--- src/rtl/bit_serializer_pkg.sv ---
// ============================================================================
// Module   : ser_pkg
// Brief    : Shared types, defaults and bit-select helper for bit_serializer.
// Revision : 1.0 - initial release
// ============================================================================
`default_nettype none

package ser_pkg;

   typedef enum logic {
      IDLE  = 1'b0,
      SHIFT = 1'b1
   } ser_state_t;

   localparam int SER_DEFAULT_WIDTH = 8;

   // Position within the word of the bit emitted at slot `cnt`.
   function automatic int ser_bit_idx(input int cnt, input int width, input bit msb_first);
      return msb_first ? (width - 1 - cnt) : cnt;
   endfunction

endpackage

`default_nettype wire

--- src/rtl/bit_serializer_hold_reg.sv ---
// ============================================================================
// Module   : ser_hold_reg
// Brief    : One-word prefetch holding register with full flag, load and take.
// Revision : 1.0 - initial release
// ============================================================================
`default_nettype none

module ser_hold_reg
   import ser_pkg::*;
#(
   parameter int WIDTH = SER_DEFAULT_WIDTH
) (
   input  logic             clk,
   input  logic             rst,
   input  logic             load_i,
   input  logic [WIDTH-1:0] data_i,
   input  logic             take_i,
   output logic [WIDTH-1:0] data_o,
   output logic             full_o
);

   logic [WIDTH-1:0] data_q;
   logic             full_q;

   // A load on the same edge as a take refills the slot, so load wins.
   always_ff @(posedge clk or negedge rst) begin
      if (!rst) begin
         data_q <= '0;
         full_q <= 1'b0;
      end else if (load_i) begin
         data_q <= data_i;
         full_q <= 1'b1;
      end else if (take_i) begin
         full_q <= 1'b0;
      end
   end

   assign data_o = data_q;
   assign full_o = full_q;

endmodule

`default_nettype wire

--- src/rtl/bit_serializer.sv ---
// ============================================================================
// Module   : bit_serializer
// Brief    : Valid/ready parallel-to-serial converter, one bit per clock.
//            Define BIT_SERIALIZER_PREFETCH_EN for gap-free back-to-back words.
// Revision : 1.0 - initial release
// ============================================================================
`default_nettype none

module bit_serializer
   import ser_pkg::*;
#(
   parameter int WIDTH     = SER_DEFAULT_WIDTH,
   parameter bit MSB_FIRST = 1'b1
) (
   input  logic             clk,
   input  logic             rst,
   input  logic [WIDTH-1:0] in_data,
   input  logic             in_valid,
   output logic             in_ready,
   output logic             dout,
   output logic             dout_valid,
   output logic             busy
);

   localparam int                CNT_W      = $clog2(WIDTH);
   localparam logic [CNT_W-1:0]  C_LAST_CNT = CNT_W'(WIDTH - 1);

   ser_state_t       state_q;
   logic [WIDTH-1:0] shreg_q;
   logic [CNT_W-1:0] bit_cnt_q;
   logic             dout_q;
   logic             dout_valid_q;

   logic             handshake;
   logic             last_bit;
   logic [CNT_W-1:0] sel_idx;
   logic             cur_bit;

   assign handshake = in_valid && in_ready;
   assign last_bit  = (bit_cnt_q == C_LAST_CNT);
   assign sel_idx   = CNT_W'(ser_bit_idx(int'(bit_cnt_q), WIDTH, MSB_FIRST));
   assign cur_bit   = shreg_q[sel_idx];

`ifdef BIT_SERIALIZER_PREFETCH_EN
   logic             hold_full;
   logic [WIDTH-1:0] hold_data;
   logic             hold_load;
   logic             hold_take;

   // While shifting, accepted words park in hold unless the shifter is
   // finishing with an empty hold, in which case the word goes straight in.
   assign hold_load = handshake && (state_q == SHIFT) && (!last_bit || hold_full);
   assign hold_take = (state_q == SHIFT) && last_bit && hold_full;

   ser_hold_reg #(
      .WIDTH (WIDTH)
   ) u_hold (
      .clk    (clk),
      .rst    (rst),
      .load_i (hold_load),
      .data_i (in_data),
      .take_i (hold_take),
      .data_o (hold_data),
      .full_o (hold_full)
   );

   assign in_ready = !hold_full;
   assign busy     = (state_q == SHIFT) || hold_full;
`else
   assign in_ready = (state_q == IDLE);
   assign busy     = (state_q == SHIFT);
`endif

   always_ff @(posedge clk or negedge rst) begin
      if (!rst) begin
         state_q      <= IDLE;
         shreg_q      <= '0;
         bit_cnt_q    <= '0;
         dout_q       <= 1'b0;
         dout_valid_q <= 1'b0;
      end else begin
         case (state_q)
            IDLE: begin
               dout_q       <= 1'b0;
               dout_valid_q <= 1'b0;
               if (handshake) begin
                  shreg_q   <= in_data;
                  bit_cnt_q <= '0;
                  state_q   <= SHIFT;
               end
            end
            SHIFT: begin
               dout_q       <= cur_bit;
               dout_valid_q <= 1'b1;
               if (last_bit) begin
`ifdef BIT_SERIALIZER_PREFETCH_EN
                  if (hold_full) begin
                     shreg_q   <= hold_data;
                     bit_cnt_q <= '0;
                  end else if (handshake) begin
                     shreg_q   <= in_data;
                     bit_cnt_q <= '0;
                  end else begin
                     state_q   <= IDLE;
                  end
`else
                  state_q <= IDLE;
`endif
               end else begin
                  bit_cnt_q <= bit_cnt_q + 1'b1;
               end
            end
            default: state_q <= IDLE;
         endcase
      end
   end

   assign dout       = dout_q;
   assign dout_valid = dout_valid_q;

endmodule

`default_nettype wire
--- config.mk ---
export PLATFORM = sky130hd
export DESIGN_NAME = bit_serializer
export DESIGN_NICKNAME = d
export VERILOG_FILES = /design/src/rtl/bit_serializer_pkg.sv /design/src/rtl/bit_serializer_hold_reg.sv /design/src/rtl/bit_serializer.sv
export SDC_FILE = /design/constraint.sdc
export NUM_CORES = 1
export LEC_CHECK = 0
export BUFFER_PORTS_ARGS = -buffer_cell sky130_fd_sc_hd__buf_2
export CAP_MARGIN = 0
export CORE_AREA = 2 2 39 41
export DETAILED_ROUTE_END_ITERATION = 6
export DIE_AREA = 0 0 41 43
export GPL_ROUTABILITY_DRIVEN = 1
export PLACE_DENSITY = 0.76
export SYNTH_ARGS = -nofsm -noshare
export SYNTH_HDL_FRONTEND = slang
export SYNTH_SLANG_ARGS = --single-unit
--- constraint.sdc ---
create_clock -name clk -period 1.5 [get_ports clk]
set_clock_uncertainty 0.15 [all_clocks]
set_input_delay 0.225 -clock clk [delete_from_list [all_inputs] [get_ports clk]]
set_output_delay 0.225 -clock clk [all_outputs]
set_load 0.005 [all_outputs]
**After elaboration in Yosys (flattened, before gate mapping)**

Cells that the tools add are included.

- Register bits after elaboration: 14
- Bits of input ports: 11
- Output and inout bits: 4

- Add/subtract/negate cells: 2
- $lt $le $gt $ge: 1
- Equal/unequal tests: 3
- Multiplexer cells: 10
- Bitwise gates (word level): 1
- Reduce and logical (&&, ||, !) cells: 3

Operators with widths:

| cell | count |
|---|---|
| 3-bit 2-to-1 mux | 2 |
| 1-bit case mux with 2 select lines | 3 |
| 3-bit case mux with 2 select lines | 1 |
| 3-bit by 4-bit < comparator with 1-bit output, second input constant | 1 |
| 2-bit AND reduction | 2 |
| 3-bit by 1-bit adder with 3-bit output, second input constant | 1 |
| 1-bit binary-select mux with 3-bit select | 1 |
| 3-bit == test, second input constant | 1 |
| 1-bit 2-to-1 mux | 3 |
| 3-bit subtractor, first input constant | 1 |
| 2-bit by 1-bit inequality test with 1-bit output, second input constant | 1 |
| 2-bit inequality test, second input constant | 1 |
| 1-bit logical AND | 1 |
| 1-bit NOT | 1 |

**Longest topological paths before layout**

Gate-level depths: netlist of run 1.

- Depth in word-level cells: 4
- Depth in mapped cells: 4
- Mapped depth without buffers: 4

**Worst setup path after synthesis of run 1**

No wires, ideal clock.

- Path kind: reg-to-reg
- Start: register bit_cnt_q[1]
- End: register dout_q (netlist: dout)
- Data arrival time: 1.077 ns
- Data required time: 1.215 ns
- Setup slack: 0.138 ns
- Cell stages (with the launch flop): 4
- Path buffers: 0
- Period minus slack after synthesis: 1.362 ns
- Cells stage by stage: dfrtp_1 > mux4_1 > nor2_1 > a311oi_1

- Cells in the longest elaborated chain, start to end: 4

Ends and longest elaborated chain:

| element | line | text |
|---|---|---|
| start: declaration | bit_serializer.sv:30 | `logic [CNT_W-1:0] bit_cnt_q;` |
| start signal: assignment | bit_serializer.sv:110 | `bit_cnt_q <= bit_cnt_q + 1'b1;` |
| 3-bit subtractor | bit_serializer_pkg.sv:19 | `return msb_first ? (width - 1 - cnt) : cnt;` |
| 1-bit binary-select mux with 3-bit select | bit_serializer.sv:42 | `assign cur_bit = shreg_q[sel_idx];` |
| 1-bit 2-to-1 mux (implied by the code) | bit_serializer.sv:42 |  |
| 1-bit case mux with 2 select lines | bit_serializer.sv:82 | `case (state_q)` |
| end signal: assignment | bit_serializer.sv:93 | `dout_q <= cur_bit;` |
| end: declaration | bit_serializer.sv:31 | `logic dout_q;` |

Every way passes these cells. The select of a mux whose other input is x is not followed.
A chain may end at the register's enable or synchronous reset.

**Final worst setup path of run 1**

- Start: register state_q (netlist: busy)
- End: output in_ready

- Cells in the longest elaborated chain, start to end: 1

Ends and longest elaborated chain:

| element | line | text |
|---|---|---|
| start: declaration | bit_serializer.sv:28 | `ser_state_t state_q;` |
| start signal: assignment | bit_serializer.sv:76 | `state_q <= IDLE;` |
| start signal: assignment | bit_serializer.sv:89 | `state_q <= SHIFT;` |
| start signal: assignment | bit_serializer.sv:107 | `state_q <= IDLE;` |
| 1-bit NOT (no line) | -- |  |
| end: declaration | bit_serializer.sv:19 | `output logic in_ready,` |

Every way passes these cells.

==> metrics, run 1 <==
initial core utilization 44.5%; max-slew violation count 0; synthesized area 616 µm²; unrepaired setup endpoints after global routing false; Pwr Density 2010 nW/µm²; clk root buf clkbuf_4; worst hold margin 0.0236 ns; Hold Path Stages 2; first-pass GRT wire length 1700 µm; Post-Synthesis Cells 45; layout cells sized above 1 49.2%; area post-placement 723 µm²; Syn Nets 58; register area share after synthesis 56.9%; reg2reg path depth 4; DR vias 411; worst-margin pin slew 0.298 ns; Placement Rows 14; die area 1760 µm²; DP Wirelength 842 µm; fin area 761 µm²; DRC errors left 0; Distinct cells, synth 15; combinational family with the most area after synthesis multiplexers; Via density 5.07; GR Overflow Total 0; Avg Cell Area, Syn 13.7 µm²; Pint 0.00104 W; leak pwr 0.352 nW; Adder-Cell Fraction of Synth Area 4.07%; clock group share of total power 13.3%; Final min period 1.44 ns; CTS tree yes; nets 80; CTS sink count 14; switching pwr 0.000492 W; # fillers 139; required time of the critical path 1.12 ns; slew margin rel. 80.1%; endpoints failing hold 0; Die Y 43 µm; Max Freq 695 MHz; initial antenna violation count 0; IO Port Bufs 14; compound-gate portion of the synthesized area 5.89%; simple-gate share of the synthesized area 4.07%; max cap viols 0; GPL Wtd Cong 0.725; Ant. Diodes 0; CTS max path bufs 2; HP Class primary input to register; core area 1380 µm²; post-route ant nets 0; Synth Register Bits 14; DR pass1 iterations 2; Arrival @ worst endpoint 1.06 ns; Clock Latency Late Sink 0.28 ns; Wirelength per Cell 13.0 µm; setup tns final 0 ns; Final setup viols 0; crit end category output port; Ports 15; Layout area overhead 23.6%; CP startpoint kind register; overall routing resource usage 14.8%; combinational share of power 41.3%; vias in the first global route 399; crit path kind register to output port; status completed; Pwr Total 0.00153 W; die width 41 µm; worst-path fanout max 6; CTS clk-pin slew, worst paths 0.08 ns; switching portion of total power 32.1%; mux cell area share after synthesis 25.6%; YS warnings 0; XOR/XNOR Fraction of Synth Area 1.42%; CTS H-tree depth 1; Flop pwr share 45.4%; initial DRC count 3; cts bufs inserted 3; fin crit share 96.0%; Detailed Route WL 1050 µm; worst vdd ir 0.913 mV; largest net degree at the start of global routing 15
final cells by class:
type	instances	area, µm²	area share (%)
inverter	2	7.51	0.987
sequential	14	353	46.4
tap	16	20.0	2.63
timing repair buffer	18	103	13.5
clock buffer	3	22.5	2.96
multi-input combinational	28	255	33.6
critical path, stage by stage, from the launching register on:
cell	delay [ns]
dfrtp_1	0.39
buf_4	0.16
inv_1	0.11
buf_2	0.13
state kept, by name, indices dropped and copies added (netlist names):
signal      flops
busy            1
dout_valid      1
shreg_q         8
bit_cnt_q       3
dout            1
per-stage QoR:
step                      setup slack, ns  utilization [%]  std cells
after global routing               0.0163             55.0         81
after floorplan                     0.138                -         45
after CTS                         0.00520             54.7         81
after global placement             0.0979             52.3         77
final                              0.0602             55.0         81
after detailed placement          0.00814             52.3         77
per-layer routing:
metal	routed length, µm	part of all wire (%)	up-vias	global-route usage [%]
li1	-	-	201	-
met1	422	40	194	17.8
met2	556	53	14	24.4
met3	60	5.7	2	4.71
met4	11	1.0	0	4.00
met5	0	0	-	0
power groups by stage:
stage / Clock (W) / Sequential (W) / Combinational (W)
floorplan: 0 / 0.000692 / 0.000414
global placement: 0 / 0.000692 / 0.000587
detailed placement: 0 / 0.000705 / 0.000637
CTS: 0.000212 / 0.000698 / 0.000641
global route: 0.000234 / 0.000720 / 0.000710
finish: 0.000204 / 0.000696 / 0.000633
kinds of logic (layout without fill, tap and decap cells):
kind of cell    count (synthesis)  in the layout
flops                          14             14
mux                            13             13
compound gates                  6              6
simple gates                    6              6
buf+inv                         3             23
fa+ha+maj                       2              2
xor+xnor                        1              1
layout by cell type (no fill, tap or decap), drive strengths merged:
master	n
mux2i	3
xor2	1
clkbuf	3
mux4	1
o31ai	1
ha	2
dlygate4sd3	1
buf	17
nand2	3
nor2	2
mux2	9
o21ai	3
inv	2
a311oi	1
dfrtp	14
a21oi	1
nor2b	1
synth_stat cells (all sizes together):
library cell,n,area share [%]
mux2i,3,4.9
mux2,9,16
nor2,2,1.2
nor2b,1,1.0
dfrtp,14,57
o31ai,1,1.2
xor2,1,1.4
mux4,1,4.3
buf,1,0.81
a311oi,1,1.4
nand2,3,1.8
a21oi,1,0.81
o21ai,3,2.4
ha,2,4.1
inv,2,1.2
final timing paths:
path | slack [ns] | endpoint | from
max in group asynchronous | 0.74 | bit_cnt_q[1] | rst
hold reg to reg | 0.36 | shreg_q[3] | shreg_q[3]
setup reg to reg | 0.08 | bit_cnt_q[0] | bit_cnt_q[1]
setup / recovery | 0.06 | in_ready | busy
hold / removal | 0.02 | shreg_q[0] | in_data[0]
min in group asynchronous | 0.21 | busy | rst
timing repair:
action / in CTS / in global routing
hold buffers: 1 / 0
buffers inserted: 0 / 0
resized for setup: 1 / 2
setup endpoints to repair: 1 / 3
hold endpoints to repair: 14 / 0
Power figures use the tool's default switching activity.
==> inputs of run 2 (changes only) <==
--- a/config.mk
+++ b/config.mk
@@ -5,13 +5,15 @@
 export SDC_FILE = /design/constraint.sdc
 export NUM_CORES = 1
 export LEC_CHECK = 0
-export BUFFER_PORTS_ARGS = -buffer_cell sky130_fd_sc_hd__buf_2
+export BUFFER_PORTS_ARGS = -buffer_cell sky130_fd_sc_hd__buf_4
 export CAP_MARGIN = 0
-export CORE_AREA = 2 2 39 41
+export CELL_PAD_IN_SITES_DETAIL_PLACEMENT = 0
+export CELL_PAD_IN_SITES_GLOBAL_PLACEMENT = 1
+export CORE_MARGIN = 2
+export CORE_UTILIZATION = 39
 export DETAILED_ROUTE_END_ITERATION = 6
-export DIE_AREA = 0 0 41 43
 export GPL_ROUTABILITY_DRIVEN = 1
-export PLACE_DENSITY = 0.76
+export PLACE_DENSITY = 0.79
 export SYNTH_ARGS = -nofsm -noshare
 export SYNTH_HDL_FRONTEND = slang
 export SYNTH_SLANG_ARGS = --single-unit
==> run 2 against run 1 <==
Net effect:
- non-clock buffer count stayed put
- first-iteration DRC count grew to 2.7 times the previous value
- via count is 3.2% higher
- critical path type unchanged
- largest power group unchanged
- highest routed layer unchanged
==> metrics, run 2 (synthesized netlist as in run 1, its figures left out) <==
Placement Rows 14 (unchanged); layout cells sized above 1 48.5% (was 49.2%); met3 wire len 48 µm (was 60 µm); met1 WL 487 µm (was 422 µm); clk root buf clkbuf_4 (unchanged); setup ws final 0.0637 ns (was 0.0602 ns); slowest stage cell, crit path dfrtp_1 (unchanged); switching pwr 0.000511 W (was 0.000492 W); IO Port Bufs 14 (unchanged); clock group share of total power 16.8% (was 13.3%); r2r setup slk 0.10 ns (was 0.08 ns); Final setup viols 0 (unchanged); DR vias 424 (was 411); worst-margin pin slew 0.266 ns (was 0.298 ns); core area 1490 µm² (was 1380 µm²); nets 80 (unchanged); post-route ant nets 0 (unchanged); commonest non-fill, non-tap cell in the layout buf_4 (was buf_2); die width 43.7 µm (was 41 µm); CTS H-tree depth 1 (unchanged); Crit path largest cell delay 0.38 ns (was 0.39 ns); Final min period 1.44 ns (about the same); top sig layer met4 (unchanged); crit end category output port (unchanged); max cap viols 0 (unchanged); first-pass GRT wire length 1930 µm (was 1700 µm); vias in the first global route 442 (was 399); Regs by FF count shreg_q (8), bit_cnt_q (3) (unchanged); CP startpoint kind register (unchanged); Arrival @ worst endpoint 1.06 ns (about the same); HP Class primary input to register (unchanged); die area 1910 µm² (was 1760 µm²); Critical Path Stages 3 (unchanged); setup tns final 0 ns (unchanged); Flop pwr share 42.9% (was 45.4%); Core Util, Final 54.3% (was 55.0%); initial DRC count 8 (was 3); DR pass1 iterations 4 (was 2); CTS max path bufs 2 (unchanged); switching portion of total power 31.2% (was 32.1%); largest net degree at the start of global routing 15 (unchanged); min-delay src in_data[6] (was in_data[0]); Layout area overhead 31.3% (was 23.6%); worst vdd ir 0.820 mV (was 0.913 mV); Wirelength per Cell 13.8 µm (was 13.0 µm); CP bufs+invs 3 (unchanged); Crit path max-delay family buffers and inverters (unchanged); Multi-input gate area 255 µm² (unchanged); CTS sink count 14 (unchanged); Pint 0.00112 W (was 0.00104 W); initial antenna violation count 0 (unchanged); WL met2 581 µm (was 556 µm); crit path kind register to output port (unchanged); Via density 5.17 (was 5.07); Worst R2R End dout (was bit_cnt_q[0]); slew margin rel. 82.2% (was 80.1%); Ant. Diodes 0 (unchanged); # fillers 136 (was 139); Pwr Total 0.00164 W (was 0.00153 W); DP Wirelength 798 µm (was 842 µm); endpoints failing hold 0 (unchanged); most frequent cells in the layout buf_4 (17), dfrtp_1 (13), mux2_2 (9) (was buf_2 (14), dfrtp_1 (12), mux2_2 (9)); CTS tree yes (unchanged); initial core utilization 41.3% (was 44.5%); overall routing resource usage 14.3% (was 14.8%); DRC errors left 0 (unchanged); max FFs per register 8 (unchanged); Reg-to-Reg Start bit_cnt_q[1] (unchanged); Critical Path, Cell by Cell buf_4 -> inv_1 -> buf_4 (was buf_4 -> inv_1 -> buf_2); Biggest register shreg_q (unchanged); CTS clk-pin slew, worst paths 0.09 ns (was 0.08 ns); cts bufs inserted 3 (unchanged); area post-placement 758 µm² (was 723 µm²); combinational share of power 40.3% (was 41.3%); fin crit share 95.8% (was 96.0%); GR Overflow Total 0 (unchanged); Worst Setup SP busy (unchanged); Setup crit end in_ready (unchanged); fin area 808 µm² (was 761 µm²); FF/Latch Area 352 µm² (was 353 µm²); CP most frequent cell buf_4; required time of the critical path 1.12 ns (about the same); Pwr Density 2020 nW/µm² (was 2010 nW/µm²); leak pwr 0.373 nW (was 0.352 nW); Ports 15 (unchanged); Detailed Route WL 1130 µm (was 1050 µm); Max Freq 696 MHz (was 695 MHz); Die Y 43.7 µm (was 43 µm); GPL Wtd Cong 0.685 (was 0.725); pre-CTS WS 0.0637 ns (was 0.00814 ns); worst-path fanout max 6 (unchanged); Hold Path Stages 2 (unchanged); unrepaired setup endpoints after global routing false (unchanged); Clock Latency Late Sink 0.28 ns (about the same); reg2reg path depth 3 (was 4); max-slew violation count 0 (unchanged); status completed (unchanged)
-- run 2: cell types whose count changed in the layout (fill, tap and decap cells not counted), sizes merged --
cell,previous run,this run
clkbuf,3,4
-- run 2: power groups by stage --
| stage | Clock, W | Combinational, W | Sequential (W) |
|---|---|---|---|
| after CTS | 0.000283 | 0.000663 | 0.000701 |
| after floorplan | 0 | 0.000414 | 0.000692 |
| after detailed placement | 0 | 0.000651 | 0.000709 |
| final | 0.000274 | 0.000660 | 0.000702 |
| after global routing | 0.000305 | 0.000737 | 0.000734 |
| after global placement | 0 | 0.000628 | 0.000696 |
-- run 2: final cells by class --
| cell class | instances | area share (%) |
|---|---|---|
| Clock buffer | 4 | 4.49 |
| Tap cell | 16 | 2.48 |
| Timing Repair Buffer | 18 | 17.0 |
| Multi-Input combinational cell | 28 | 31.6 |
| Inverter | 2 | 0.929 |
| Sequential cell | 14 | 43.5 |
-- run 2: how the worst min path moves through the flow --
| stage | slack, ns | to |
|---|---|---|
| after floorplan | -0.22 | bit_cnt_q[0] |
| after global placement | -0.07 | shreg_q[3] |
| after detailed placement | -0.06 | shreg_q[3] |
| after CTS | 0.01 | shreg_q[6] |
| after global routing | 0.009 | shreg_q[5] |
| final | 0.02 | shreg_q[6] |
-- run 2: routing by layer --
| layer | GRT usage (%) | vias up |
|---|---|---|
| met5 | 0 | - |
| met4 | 10.9 | 0 |
| met3 | 2.50 | 2 |
| met2 | 22.6 | 11 |
| met1 | 17.2 | 208 |
| li1 | - | 203 |
-- run 2: timing repair --
action / 4_1_cts / 5_1_grt
endpoints found under the hold margin: 14 / 0
setup buffers: 0 / 0
hold buffers: 1 / 0
resized for setup: 0 / 3
endpoints found under the setup margin: 0 / 4
-- run 2: metrics by stage --
stage	hold slack, ns	std cells
6_report	0.0200	82
2_1_floorplan	-0.221	45
4_1_cts	0.0121	82
3_3_place_gp	-0.0683	77
3_5_place_dp	-0.0645	77
5_1_grt	0.00854	82
==> inputs of run 3 (changes only) <==
==> config.mk (replaced) <==
export PLATFORM = sky130hd
export DESIGN_NAME = bit_serializer
export DESIGN_NICKNAME = d
export VERILOG_FILES = /design/src/rtl/bit_serializer_pkg.sv /design/src/rtl/bit_serializer_hold_reg.sv /design/src/rtl/bit_serializer.sv
export SDC_FILE = /design/constraint.sdc
export NUM_CORES = 1
export LEC_CHECK = 0
export ABC_CLOCK_PERIOD_IN_PS = 1500
export BUFFER_PORTS_ARGS = -buffer_cell sky130_fd_sc_hd__buf_4
export CAP_MARGIN = 0
export CORE_AREA = 2 2 39 41
export DETAILED_ROUTE_END_ITERATION = 6
export DIE_AREA = 0 0 41 43
export GPL_ROUTABILITY_DRIVEN = 1
export PLACE_DENSITY = 0.76
export SYNTH_ARGS = -nofsm -noshare
export SYNTH_HDL_FRONTEND = slang
export SYNTH_SLANG_ARGS = --single-unit
==> run 3 against run 2 <==
Net effect:
- utilization is 3.0 points higher
- first-iteration DRC count decreased by 25%
- clock power down 26%
- largest cell class unchanged
- combinational power down 1%
- sequential power down 1%
==> metrics, run 3 (synthesized netlist as in run 1, its figures left out) <==
status completed (unchanged); die area 1760 µm² (was 1910 µm²); worst-margin pin slew 0.283 ns (was 0.266 ns); Placement Rows 14 (unchanged); required time of the critical path 1.49 ns (was 1.12 ns); DP Wirelength 761 µm (was 798 µm); unrepaired setup endpoints after global routing false (unchanged); Arrival @ worst endpoint 1.43 ns (was 1.06 ns); met3 wire len 61 µm (was 48 µm); fin cells 81 (was 82); Via density 5.09 (was 5.17); commonest non-fill, non-tap cell in the layout buf_4 (unchanged); CTS tree yes (unchanged); leak pwr 0.367 nW (was 0.373 nW); Final setup viols 0 (unchanged); Crit path largest cell delay 0.57 ns (was 0.38 ns); CTS sink count 14 (unchanged); Die Y 43 µm (was 43.7 µm); nets 80 (unchanged); most frequent cells in the layout buf_4 (17), dfrtp_1 (14), mux2_2 (9) (was buf_4 (17), dfrtp_1 (13), mux2_2 (9)); vias in the first global route 395 (was 442); endpoints failing hold 0 (unchanged); clk root buf clkbuf_4 (unchanged); Ports 15 (unchanged); Critical Path, Cell by Cell mux4_1 -> nor2_1 -> a311oi_1 (was buf_4 -> inv_1 -> buf_4); DR pass1 iterations 3 (was 4); Biggest register shreg_q (unchanged); Placed Instances 77 (unchanged); Wirelength per Cell 12.3 µm (was 13.8 µm); worst-path fanout max 6 (unchanged); Worst Setup SP bit_cnt_q[1] (was busy); initial antenna violation count 0 (unchanged); slowest stage cell, crit path mux4_1 (was dfrtp_1); Final min period 1.43 ns (was 1.44 ns); die width 41 µm (was 43.7 µm); Clock Latency Late Sink 0.27 ns (was 0.28 ns); IO Port Bufs 14 (unchanged); min-delay src in_data[0] (was in_data[6]); Layout area overhead 28.9% (was 31.3%); overall routing resource usage 14.0% (was 14.3%); worst vdd ir 0.910 mV (was 0.820 mV); Regs by FF count shreg_q (8), bit_cnt_q (3) (unchanged); Pwr Density 1950 nW/µm² (was 2020 nW/µm²); Reg-to-Reg Start bit_cnt_q[1] (unchanged); HP Class primary input to register (unchanged); GPL Wtd Cong 0.732 (was 0.685); max FFs per register 8 (unchanged); area post-placement 758 µm² (unchanged); crit end category register (was output port); fin area 793 µm² (was 808 µm²); initial DRC count 6 (was 8); GR Overflow Total 0 (unchanged); Detailed Route WL 998 µm (was 1130 µm); DR vias 412 (was 424); CTS max path bufs 2 (unchanged); Ant. Diodes 0 (unchanged); crit path kind register to register (was register to output port); met1 WL 426 µm (was 487 µm); DRC errors left 0 (unchanged); Multi-input gate area 255 µm² (unchanged); CTS clk-pin slew, worst paths 0.08 ns (was 0.09 ns); core area 1380 µm² (was 1490 µm²); CP startpoint kind register (unchanged); # fillers 133 (was 136); layout cells sized above 1 46.2% (was 48.5%); setup tns final 0 ns (unchanged); cts bufs inserted 3 (unchanged); pre-CTS WS 0.0447 ns (was 0.0637 ns); initial core utilization 44.5% (was 41.3%); post-route ant nets 0 (unchanged); Max Freq 698 MHz (was 696 MHz); slew margin rel. 81.1% (was 82.2%); top sig layer met3 (was met4); max cap viols 0 (unchanged); WL met2 510 µm (was 581 µm); Pwr Total 0.00155 W (was 0.00164 W); first-pass GRT wire length 1610 µm (was 1930 µm); fin crit share 95.5% (was 95.8%); largest net degree at the start of global routing 15 (unchanged); CTS H-tree depth 1 (unchanged); FF/Latch Area 350 µm² (was 352 µm²); max-slew violation count 0 (unchanged); setup ws final 0.0676 ns (was 0.0637 ns)
-- run 3: stage by stage --
| step | util, % | hold slack [ns] |
|---|---|---|
| global route | 57.3 | 0.0236 |
| global placement | 54.8 | -0.0689 |
| detailed placement | 54.8 | -0.0678 |
| floorplan | - | -0.221 |
| finish | 57.3 | 0.0275 |
| CTS | 57.1 | 0.0232 |
-- run 3: what timing repair did --
action / 4_1_cts / 5_1_grt
endpoints found under the setup margin: 0 / 3
hold buffers: 1 / 0
buffers inserted: 0 / 0
endpoints found under the hold margin: 14 / 0
gates resized for setup: 0 / 1
-- run 3: critical path: cells and delay by family (launching register included) --
family / cells / cell delay (ns)
flip-flops: 1 / 0.44
AND/OR/NAND/NOR: 1 / 0.10
AO/OA/AOI/OAI: 1 / 0.05
multiplexers: 1 / 0.57
-- run 3: report_power, final --
part	switching [W]	internal, W	leakage [nW]
clock network	0.000111	0.0000928	0.0138
registers	0.000123	0.000571	0.163
logic	0.000249	0.000402	0.191
total	0.000483	0.00107	0.367
-- run 3: per-layer routing --
metal	track usage [%]	vias up
met4	8.00	0
met1	16.7	197
li1	-	203
met3	4.71	0
met2	20.9	12
met5	0	-
-- run 3: area by class of cell --
class                      instances  share of cell area (%)
clock buffer                       3                    2.84
sequential                        14                    44.2
timing repair buffer              18                    17.4
inverter                           2                   0.946
multi-input combinational         28                    32.2
tap                               16                    2.52
-- run 3: path summary, 6_finish.rpt --
| path | endpoint | slack, ns | cells after the start |
|---|---|---|---|
| worst max-delay path | dout | 0.07 | 3 |
| worst min-delay path | shreg_q[0] | 0.03 | 2 |
| worst max register to register | dout | 0.07 | 3 |
| worst min register to register | shreg_q[4] | 0.35 | 1 |
| max in group asynchronous | shreg_q[4] | 0.85 | 2 |
| min in group asynchronous | dout_valid | 0.18 | 2 |
